==> src/rtl/lc4_fetch_pkg.sv <==
// Shared types for the LC4 instruction-fetch front end: address/instruction
// widths, the queued fetch entry and one stage of the memory-latency pipe.
package lc4_fetch_pkg;

    localparam int IADDR_MSB = 10;
    localparam int INSN_MSB  = 19;
    localparam int ADDR_W    = IADDR_MSB + 1;
    localparam int INSN_W    = INSN_MSB + 1;

    typedef logic [ADDR_W-1:0] addr_t;
    typedef logic [INSN_W-1:0] insn_t;

    typedef struct packed {
        addr_t pc;
        insn_t insn;
    } fetch_entry_t;

    typedef struct packed {
        logic  valid;
        logic  epoch;
        addr_t pc;
    } pipe_stage_t;

    // Sequential fetch address; wraps naturally at the top of the address space.
    function automatic addr_t nextPc(input addr_t pc);
        return pc + addr_t'(1);
    endfunction

endpackage

==> src/rtl/lc4_insn_fifo.sv <==
// Small synchronous FIFO of fetched instructions. All updates are gated by
// gwe; flush empties it and overrides any push or pop in the same cycle.
// The head reads as zero while the FIFO is empty.
module lc4_insn_fifo
    import lc4_fetch_pkg::*;
#(
    parameter int DEPTH = 4
) (
    input  logic                         clk,
    input  logic                         rst,
    input  logic                         gwe,
    input  logic                         push_i,
    input  logic                         pop_i,
    input  logic                         flush_i,
    input  fetch_entry_t                 data_i,
    output fetch_entry_t                 head_o,
    output logic [$clog2(DEPTH+1)-1:0]   count_o
);

    localparam int PW = $clog2(DEPTH);
    localparam int CW = $clog2(DEPTH + 1);

    fetch_entry_t   mem_q [DEPTH];
    logic [PW-1:0]  wrPtr_q, wrPtr_d;
    logic [PW-1:0]  rdPtr_q, rdPtr_d;
    logic [CW-1:0]  count_q, count_d;
    logic           doPush;
    logic           doPop;

    // Next pointer/count values; flush wins over push and pop.
    always_comb begin
        wrPtr_d = wrPtr_q;
        rdPtr_d = rdPtr_q;
        count_d = count_q;
        doPush  = push_i && !flush_i;
        doPop   = pop_i && !flush_i && (count_q != '0);
        if (flush_i) begin
            wrPtr_d = '0;
            rdPtr_d = '0;
            count_d = '0;
        end else begin
            if (doPush) wrPtr_d = wrPtr_q + PW'(1);
            if (doPop)  rdPtr_d = rdPtr_q + PW'(1);
            count_d = count_q + CW'(doPush) - CW'(doPop);
        end
    end

    // Pointer and occupancy registers.
    always_ff @(posedge clk) begin
        if (rst) begin
            wrPtr_q <= '0;
            rdPtr_q <= '0;
            count_q <= '0;
        end else if (gwe) begin
            wrPtr_q <= wrPtr_d;
            rdPtr_q <= rdPtr_d;
            count_q <= count_d;
        end
    end

    // Storage array; contents need no reset because the count qualifies them.
    always_ff @(posedge clk) begin
        if (!rst && gwe && doPush) begin
            mem_q[wrPtr_q] <= data_i;
        end
    end

    assign head_o  = (count_q != '0) ? mem_q[rdPtr_q] : '0;
    assign count_o = count_q;

endmodule

==> src/rtl/lc4_insn_fetch.sv <==
// LC4 instruction-fetch front end: issues sequential PCs to the i1 memory
// port, tracks reads across a fixed latency pipe, queues returned words and
// squashes stale reads on a redirect using an epoch bit.
module lc4_insn_fetch
    import lc4_fetch_pkg::*;
#(
    parameter int              IADDR    = IADDR_MSB,
    parameter int              INSN     = INSN_MSB,
    parameter int              LATENCY  = 1,
    parameter int              DEPTH    = 4,
    parameter logic [IADDR:0]  RESET_PC = '0
) (
    input  logic            clk,
    input  logic            rst,
    input  logic            gwe,
    output logic [IADDR:0]  i1addr,
    output logic            i1re,
    input  logic [INSN:0]   i1out,
    output logic [INSN:0]   insn,
    output logic [IADDR:0]  insn_pc,
    output logic            insn_valid,
    input  logic            insn_ready,
    input  logic            redirect,
    input  logic [IADDR:0]  redirect_pc
);

    localparam int IW = $clog2(LATENCY + 1);
    localparam int CW = $clog2(DEPTH + 1);

    logic [IADDR:0]  pc_q, pc_d;
    logic            epoch_q, epoch_d;
    logic [IW-1:0]   inflight_q, inflight_d;
    logic [CW-1:0]   fifoCount;
    logic [15:0]     creditSum;
    logic            issueEn;
    logic            pushEn;
    logic            popEn;
    logic            flushEn;
    pipe_stage_t     stageIn;
    pipe_stage_t     tail;
    fetch_entry_t    pushEntry;
    fetch_entry_t    fifoHead;

    // Credit counts queued plus in-flight words before any same-cycle pop.
    assign creditSum = 16'(fifoCount) + 16'(inflight_q) + 16'd1;
    assign i1re      = !rst && !redirect && (creditSum <= 16'(DEPTH));
    assign i1addr    = pc_q;
    assign issueEn   = i1re && gwe;

    assign stageIn   = '{valid: issueEn, epoch: epoch_q, pc: pc_q};

    for (genvar g = 0; g < LATENCY; g++) begin : g_pipe
        pipe_stage_t stage_q;
        pipe_stage_t stageSrc;
        if (g == 0) begin : g_first
            assign stageSrc = stageIn;
        end else begin : g_next
            assign stageSrc = g_pipe[g-1].stage_q;
        end
        // Shift the read tag one stage per gwe-cycle; redirect kills every tag.
        always_ff @(posedge clk) begin
            if (rst) begin
                stage_q <= '0;
            end else if (gwe) begin
                stage_q <= redirect ? '0 : stageSrc;
            end
        end
    end

    assign tail      = g_pipe[LATENCY-1].stage_q;
    assign pushEn    = gwe && !redirect && tail.valid && (tail.epoch == epoch_q);
    assign popEn     = gwe && !redirect && insn_valid && insn_ready;
    assign flushEn   = gwe && redirect;
    assign pushEntry = '{pc: tail.pc, insn: i1out};

    // Next pc, epoch and in-flight count; redirect restarts fetch from scratch.
    always_comb begin
        pc_d       = pc_q;
        epoch_d    = epoch_q;
        inflight_d = inflight_q;
        if (redirect) begin
            pc_d       = redirect_pc;
            epoch_d    = ~epoch_q;
            inflight_d = '0;
        end else begin
            if (issueEn) pc_d = nextPc(pc_q);
            inflight_d = inflight_q + IW'(issueEn) - IW'(tail.valid);
        end
    end

    // Fetch state registers, frozen on cycles without gwe.
    always_ff @(posedge clk) begin
        if (rst) begin
            pc_q       <= RESET_PC;
            epoch_q    <= 1'b0;
            inflight_q <= '0;
        end else if (gwe) begin
            pc_q       <= pc_d;
            epoch_q    <= epoch_d;
            inflight_q <= inflight_d;
        end
    end

    lc4_insn_fifo #(
        .DEPTH   (DEPTH)
    ) u_fifo (
        .clk     (clk),
        .rst     (rst),
        .gwe     (gwe),
        .push_i  (pushEn),
        .pop_i   (popEn),
        .flush_i (flushEn),
        .data_i  (pushEntry),
        .head_o  (fifoHead),
        .count_o (fifoCount)
    );

    assign insn       = fifoHead.insn;
    assign insn_pc    = fifoHead.pc;
    assign insn_valid = (fifoCount != '0);

endmodule

==> config.mk <==
export PLATFORM = sky130hd
export DESIGN_NAME = lc4_insn_fetch
export DESIGN_NICKNAME = d
export VERILOG_FILES = /design/src/rtl/lc4_fetch_pkg.sv /design/src/rtl/lc4_insn_fifo.sv /design/src/rtl/lc4_insn_fetch.sv
export SDC_FILE = /design/constraint.sdc
export NUM_CORES = 1
export LEC_CHECK = 0
export ABC_AREA = 1
export CELL_PAD_IN_SITES_DETAIL_PLACEMENT = 0
export CELL_PAD_IN_SITES_GLOBAL_PLACEMENT = 1
export CORE_UTILIZATION = 41
export DETAILED_ROUTE_END_ITERATION = 8
export GPL_TIMING_DRIVEN = 0
export PLACE_DENSITY_LB_ADDON = 0.12
export SKIP_CTS_REPAIR_TIMING = 1
export SYNTH_ARGS = -nofsm -noshare
export SYNTH_HDL_FRONTEND = slang
export SYNTH_HIERARCHICAL = 1
export SYNTH_SLANG_ARGS = --single-unit
==> constraint.sdc <==
create_clock -name clk -period 4.1 [get_ports clk]
set_clock_uncertainty 0.2 [all_clocks]
set_input_delay 0.82 -clock clk [delete_from_list [all_inputs] [get_ports clk]]
set_output_delay 0.82 -clock clk [all_outputs]
set_load 0.02 [all_outputs]
# Yosys cells after proc, flatten, opt, wreduce, memory -nomap -nowiden
# Memory sizes are Yosys's and may differ from the RTL's. A register that Yosys moved wholly into a read port is not among the register bits.
# Index checks and enable logic that the tools add are counted.
# totals
in_bits,36
mem_count,1
ramBits,124
regBits,33
out_inout_bits,44
# classes
muxes,14
eq_ne,1
n_bitwise,1
n_reduce_logical,25
n_addsub,9
order_cmp,1
# memory_table
memory,depth,word_bits,read_ports,rd_clocked_by_memory_dff,write_ports,line_no,text
u_fifo.mem_q,4,31,1,1,1,lc4_insn_fifo.sv:23,fetch_entry_t mem_q [DEPTH];
# op_table
cell,n
31-bit 2-to-1 mux,1
11-bit 2-to-1 mux,2
1-bit logical AND,14
13-bit 2-to-1 mux,1
2-bit 2-to-1 mux,6
11-bit by 1-bit adder with 11-bit output (second input constant),1
2-bit AND reduction,4
2-bit nonzero test,3
4-bit by 1-bit adder with 5-bit output (second input constant),1
5-bit by 3-bit <= comparator with 1-bit output (second input constant),1
2-bit by 1-bit adder with 2-bit output (second input constant),2
3-bit by 1-bit adder with 4-bit output,1
3-bit by 1-bit adder with 3-bit output,1
1-bit logical NOT,3
1-bit 2-to-1 mux,3
3-bit 2-to-1 mux,1
3-bit nonzero test,1
3-bit by 1-bit subtractor with 3-bit output,1
1-bit adder,1
1-bit == test,1
1-bit NOT,1
1-bit subtractor,1

# Longest topological paths before layout
# Gate-level depths: netlist of run 1.
# logic_depth
word_depth,10
ltp_mapped,16
mapped_depth_nobuf,15

# Cells and area by module
# The synthesis of run 1 kept the hierarchy.
# by_module_without_submodules
module,area_per_inst_um2,n_inst,cells_per_inst
lc4_insn_fifo,5350.1,1,445
lc4_insn_fetch,1482.7,1,216

# Worst setup path before layout of run 1
# No wires, ideal clock.
# synth_timing
kind,input port to flip-flop
startpoint,in redirect
endpoint,"mem u_fifo/mem_q[0][0] (netlist name), enable pin"
setup_ns,0.419
setup_slack_ns,0.371
t_arrival_ns,3.110
stages,7
cell_sequence,buf_6 > inv_6 > buf_2 > nand2_1 > nor3_1 > nand3_2 > nor2_1
# synth_between
elab_chain_cells,8
# synth_lines
element,line_no,text
from (decl),lc4_insn_fetch.sv:23,"input logic redirect,"
1-bit logical NOT,lc4_insn_fetch.sv:71,assign pushEn = gwe && !redirect && tail.valid && (tail.epoch == epoch_q);
1-bit logical AND (3 in a row),lc4_insn_fetch.sv:71,
net pushEn,lc4_insn_fetch.sv:36,logic pushEn;
1-bit logical AND,lc4_insn_fifo.sv:35,doPush = push_i && !flush_i;
1-bit logical AND,lc4_insn_fifo.sv:63,if (!rst && gwe && doPush) begin
1-bit 2-to-1 mux,lc4_insn_fifo.sv:63,
1-bit 2-to-1 mux (implied by the code),lc4_insn_fifo.sv:64,mem_q[wrPtr_q] <= data_i;
to (decl),lc4_insn_fifo.sv:23,
# The timed path passes the listed nets, and every way through them passes these cells.

# Worst setup path in the final report of run 1
# layout_timing
startpoint,in rst
endpoint,out i1re
# layout_between
elab_chain_cells,3
# layout_lines
element,line_no,text
from (decl),lc4_insn_fetch.sv:14,"input logic rst,"
1-bit logical NOT,lc4_insn_fetch.sv:46,assign i1re = !rst && !redirect && (creditSum <= 16'(DEPTH));
1-bit logical AND (2 in a row),lc4_insn_fetch.sv:46,
to (decl),lc4_insn_fetch.sv:17,"output logic i1re,"
# Every way passes these cells.

==> flow_summary_export.csv, run 1 <==
group,metric,value,unit
global_route,groute.layer.met2.usage,0.350,
placed_design,post-place-cells,959,
global_route,globalRouteMet1Util,0.226,
synthesis,yosysWarnings,6,
synthesis,synth_top_cell_by_area,"edfxtp_1",
floorplan,die_area,17200,µm²
cts,cts_tree,"done",
synthesis,syn_avg_cell_area,10.3,µm²
hold_path,hold_start,"u_fifo/rdPtr_q[1]",
synthesis,ys_seq_area_frac,0.648,
timing,min_period,3650,ps
cells_and_area,drive_above_1_share,0.105,
route,firstDrtPassIters,4,
synthesis,synth.top_cell.area_share,0.545,
timing,holdWs,275,ps
worst_setup_path,crit_required,3080,ps
placed_design,io_buffer_count,78,
timing,setup_ws,451,ps
pwr,p_leak,0.00304,µW
cells_and_area,post-route-util,0.535,
route,drc,0,
worst_setup_path,cp.arrival,2630,ps
floorplan,std_cell_rows,46,
synthesis,synth_fp_nets,707,
worst_setup_path,start_kind,"input port",
global_route,grt_pass1_vias,4743,
global_route,grt.overflow.total,0,
pwr,peakVddDrop,0.306,mV
route,via_per_inst,4.83,
synthesis,synth_edf_count,124,
route,wl_per_cell,15.5,µm
timing,maxSlewHeadroom,0.606,
timing,rsz0062_at_grt,"no",
timing,max_freq,0.274,GHz
global_route,grt_start_max_net_pins,23,
route,antenna_left,0,
synthesis,synth_area,6830,µm²
worst_setup_path,cp_max_fo,10,
cts,cts_sinks,159,
worst_setup_path,reg2regPathDepth,5,
global_route,top_usage_layer,"met2",
cts,htreeDepth,4,
global_route,grt_pass1_wl,24300,µm
global_route,met3_usage,0.0386,
floorplan,die_x,131,µm
outcome,status,"finished clean",
global_route,grt_antenna_before_repair,0,
timing,tightest_slew,591,ps
synthesis,synthArstFlopShare,0,
flow_run,maxCapViolCount,0,
hold_path,min_path_cells,2,
floorplan,die_h,131,µm
worst_setup_path,cp-end-kind,"output pin",
worst_setup_path,path_class,"in -> out",
cts,numCtsBuffers,17,
timing,slew_viol_final,0,
floorplan,ioPinCount,80,
cts,clk_pin_slew,60,ps
placed_design,dp_slack,145,ps
route,wirelength,15300,µm
pwr,powerDensity,404,nW/µm²
synthesis,synth_cells,661,
worst_setup_path,r2r_start,"epoch_q",
synthesis,ys_top_cells_by_area,"edfxtp_1, dfxtp_1, nor2_1, o21ai_1, nand2_1",
cts,clk_latency,420,ps
timing,setup_viol,0,
hold_path,hold_path.class,"reg -> reg",
worst_setup_path,crit_start,"rst",
cells_and_area,nets,808,
global_route,grt_usage,0.193,
route,vias,4787,
cells_and_area,multi_input_area,2050,µm²
cts,clk_path_buf_depth,2,
cells_and_area,n_antenna_cell,0,
synthesis,ys_seq_elements,159,
placed_design,gp_congestion,0.763,
route,first_iter_violations,252,
floorplan,core_area,16100,µm²
cells_and_area,seq_area,4420,µm²
cells_and_area,instances_no_fill,991,
synthesis,ys.flop_type,"edfxtp_1",
synthesis,synth_cell_types,33,
timing,hold_viol,0,
synthesis,synth_most_common_cell,"nor2_1",
cts,cts-root-buf,"clkbuf_16",
floorplan,initial_core_util,0.426,
cells_and_area,fillers,1400,
timing,post-route-period-util,0.890,
synthesis,ys_top_cells_by_count,"nor2_1, edfxtp_1, nand2_1",
cells_and_area,syn_to_final_growth,25.7,%
placed_design,dpl.hpwl,10100,µm
[path summary, 6_finish.rpt]
| path | endpoint | slack (ps) |
|---|---|---|
| worst min-delay path | u_fifo/rdPtr_q[1] | 280 |
| worst max register to register | u_fifo/mem_q[0][8] | 1580 |
| worst max-delay path | i1re | 450 |
| worst min register to register | u_fifo/rdPtr_q[1] | 280 |
[layout by cell type, fill, tap and decap left out, types with 4 or more instances in the layout]
master | netlist | final
a21oi_1 | 53 | 53
buf_2 | 16 | 16
buf_4 | 4 | 4
buf_6 | 5 | 5
clkbuf_1 | 5 | 8
clkbuf_16 | 0 | 17
clkdlybuf4s50_1 | 0 | 78
clkinv_1 | 0 | 4
dfxtp_1 | 35 | 35
edfxtp_1 | 124 | 124
ha_1 | 9 | 9
inv_1 | 40 | 40
inv_2 | 4 | 4
nand2_1 | 73 | 73
nand3_1 | 28 | 28
nand4_1 | 5 | 5
nor2_1 | 153 | 149
nor2_4 | 3 | 7
o21ai_0 | 18 | 18
o21ai_1 | 59 | 59
[power by group]
group | switching, µW | leakage (µW) | total [µW] | internal [µW]
Clock | 601 | 0.000275 | 1550 | 950
Combinational | 81.7 | 0.00136 | 154 | 72.8
Sequential | 17.0 | 0.00141 | 1760 | 1740
Total | 700 | 0.00304 | 3470 | 2770
[registers in the layout (all words and copies together) (netlist names), named ones only]
signal / flops
i1addr: 11
u_fifo/rdPtr_q: 2
epoch_q: 1
g_pipe.stage_q: 13
u_fifo/count_o: 3
inflight_q: 1
u_fifo/mem_q: 124
u_fifo/wrPtr_q: 2
[metrics by stage]
stage	area, µm²	power (µW)	TNS (ps)
final	8590	3470	0
after global routing	8590	3580	0
after CTS	8590	3500	0
after detailed placement	8010	1950	0
after global placement	7880	1950	-186420
after floorplan	6830	1870	0
[cells by family (layout without fill, tap and decap cells)]
| group | count (synthesis) | after routing | synth area share |
|---|---|---|---|
| AND/OR/NAND/NOR | 276 | 276 | 0.171 |
| flip-flops | 159 | 159 | 0.647 |
| XOR/XNOR | 2 | 2 | 0.00256 |
| AO/OA/AOI/OAI | 136 | 136 | 0.102 |
| adder cells (fa/ha/maj) | 10 | 10 | 0.0194 |
| buffers and inverters | 78 | 192 | 0.0569 |
[area by class of cell]
class / instances / area share
Multi-Input combinational cell: 424 / 0.239
Clock inverter: 12 / 0.0166
Sequential cell: 159 / 0.515
Clock buffer: 20 / 0.0508
Inverter: 46 / 0.0210
Timing Repair Buffer: 82 / 0.102
Tap cell: 216 / 0.0315
Buffer: 32 / 0.0243
[layer usage]
metal	part of all wire	up-vias
met5	0	-
met1	0.43	2230
met2	0.52	98
met4	0.0046	0
li1	-	2454
met3	0.042	5
[critical path: stages]
cell	delay (ps)
clkdlybuf4s50_1	540
buf_6	210
inv_4	130
nand2_4	70
nor2_4	130
nand2_1	90
inv_1	60
clkdlybuf4s50_1	590
No activity file was read; power rests on OpenSTA's default activity.
==> run 2, diff against run 1 <==
RECOVER_POWER = 50   (was default)
==> run 2 against run 1 <==
Net effect:
- die area unchanged
- worst hold slack about the same
- combinational power down 8%
- largest power group unchanged
- first-iteration DRC count down 3.6%
- highest routed layer unchanged
- sequential share of layout area up 0.32 points
- register-to-register slack is essentially flat
- clock-buffer cell count is the same
==> flow_summary_export.csv, run 2 (synthesis results as in run 1) <==
group,metric,value,unit
outcome,status,"finished clean",
cells_and_area,drive_above_1_share,0.0942,
timing,post-route-period-util,0.910,
timing,rsz0062_at_grt,"no",
worst_setup_path,crit_required,3080,ps
timing,min_period,3730,ps
timing,setup_viol,0,
pwr,peakVddDrop,0.307,mV
route,via_per_inst,4.83,
cells_and_area,multi_input_area,2010,µm²
cts,clk_pin_slew,60,ps
timing,maxSlewHeadroom,0.608,
worst_setup_path,cpPeakStageDelay,650,ps
route,vias,4785,
cells_and_area,largest-register,"u_fifo/mem_q",
pwr,p_leak,0.00306,µW
placed_design,dpl_cell_area,8010,µm²
worst_setup_path,cp_cell_sequence,"dlygate4sd3_1 -> buf_6 -> inv_4 -> nand2_1 -> nor2_4 -> nand2_1 -> inv_1 -> clkdlybuf4s50_1",
global_route,grt_antenna_before_repair,0,
placed_design,gp_congestion,0.763,
worst_setup_path,cp_max_fo,10,
floorplan,die_area,17200,µm²
worst_setup_path,cp-end-kind,"output pin",
cells_and_area,n_antenna_cell,0,
cells_and_area,nets,808,
pwr,finalPower,3450,µW
route,first_iter_violations,243,
route,drc,0,
placed_design,io_buffer_count,78,
cts,numCtsBuffers,17,
global_route,grt_pass1_vias,4743,
cells_and_area,syn_to_final_growth,24.9,%
timing,max_freq,0.268,GHz
route,firstDrtPassIters,4,
route,wl_per_cell,15.5,µm
flow_run,maxCapViolCount,0,
cts,clk_path_buf_depth,2,
timing,hold_viol,0,
hold_path,hold_path.class,"reg -> reg",
cells_and_area,largest_register_ffs,124,
cts,clk_latency,420,ps
cts,cts_sinks,159,
floorplan,die_x,131,µm
global_route,grt_usage,0.193,
placed_design,dpl.hpwl,10100,µm
worst_setup_path,start_kind,"input port",
floorplan,initial_core_util,0.426,
pwr,powerDensity,404,nW/µm²
global_route,grt_start_max_net_pins,23,
cts,cts-root-buf,"clkbuf_16",
cts,cts_tree,"done",
cells_and_area,seq_area,4420,µm²
worst_setup_path,worst_path_most_repeated_cell,"nand2_1",
cells_and_area,stdcell_area,8530,µm²
cells_and_area,final_common_cell,"nor2_1",
global_route,grt_pass1_wl,24300,µm
cts,htreeDepth,4,
cells_and_area,final_cell_mix,"nor2_1, edfxtp_1, nand2_1",
floorplan,core_area,16100,µm²
floorplan,die_h,131,µm
route,antenna_left,0,
global_route,grt.overflow.total,0,
floorplan,std_cell_rows,46,
cells_and_area,fillers,1405,
worst_setup_path,path_class,"in -> out",
worst_setup_path,cp.arrival,2710,ps
timing,slew_viol_final,0,
cells_and_area,post-route-util,0.531,
floorplan,ioPinCount,80,
route,wirelength,15300,µm
worst_setup_path,cp_slowest_cell,"dlygate4sd3_1",
timing,tightest_slew,587,ps
==> run 2: cell types whose count changed in the layout (fill, tap and decap cells not counted), sizes merged <==
| cell | delta |
|---|---|
| clkbuf | +3 |
| buf | -3 |
| clkdlybuf4s50 | -34 |
| dlygate4sd3 | +34 |
==> run 2: report_power, final <==
group	internal, µW	switching, µW
Sequential	1740	16.7
Clock	950	600
Combinational	61.8	79.0
==> run 2: stage by stage <==
step / hold slack [ps] / TNS (ps) / instances / setup slack, ps
3_3_place_gp: 256 / -186420 / 955 / -1560
4_1_cts: 273 / 0 / 991 / 428
5_1_grt: 296 / 0 / 991 / 200
2_1_floorplan: 238 / 0 / 661 / 371
3_5_place_dp: 264 / 0 / 959 / 145
6_report: 275 / 0 / 991 / 370
==> run 2: critical path, delay by kind of cell <==
kind,cells,cell delay [ps]
AND/OR/NAND/NOR,3,300
buffers and inverters,5,1590
==> run 2: path summary, 6_finish.rpt <==
check	from	end	slack [ps]	cells past startpoint
setup / recovery	rst	i1re	370	8
setup reg to reg	epoch_q	u_fifo/mem_q[0][28]	1580	5
hold / removal	u_fifo/rdPtr_q[1]	u_fifo/rdPtr_q[1]	280	2
hold reg to reg	u_fifo/rdPtr_q[1]	u_fifo/rdPtr_q[1]	280	2
==> run 2: metal layers <==
metal | wire [µm] | track usage | part of all wire
met5 | 0 | 0 | 0
met4 | 55 | 0.0696 | 0.0036
met3 | 615 | 0.0386 | 0.040
met2 | 7970 | 0.350 | 0.52
met1 | 6690 | 0.226 | 0.44
==> run 2: layout make-up <==
| class | count | share of cell area |
|---|---|---|
| sequential | 159 | 0.518 |
| inverter | 46 | 0.0211 |
| multi-input combinational | 424 | 0.236 |
| timing repair buffer | 82 | 0.103 |
| buffer | 32 | 0.0224 |
| tap | 216 | 0.0317 |
| clock buffer | 20 | 0.0512 |
| clock inverter | 12 | 0.0167 |
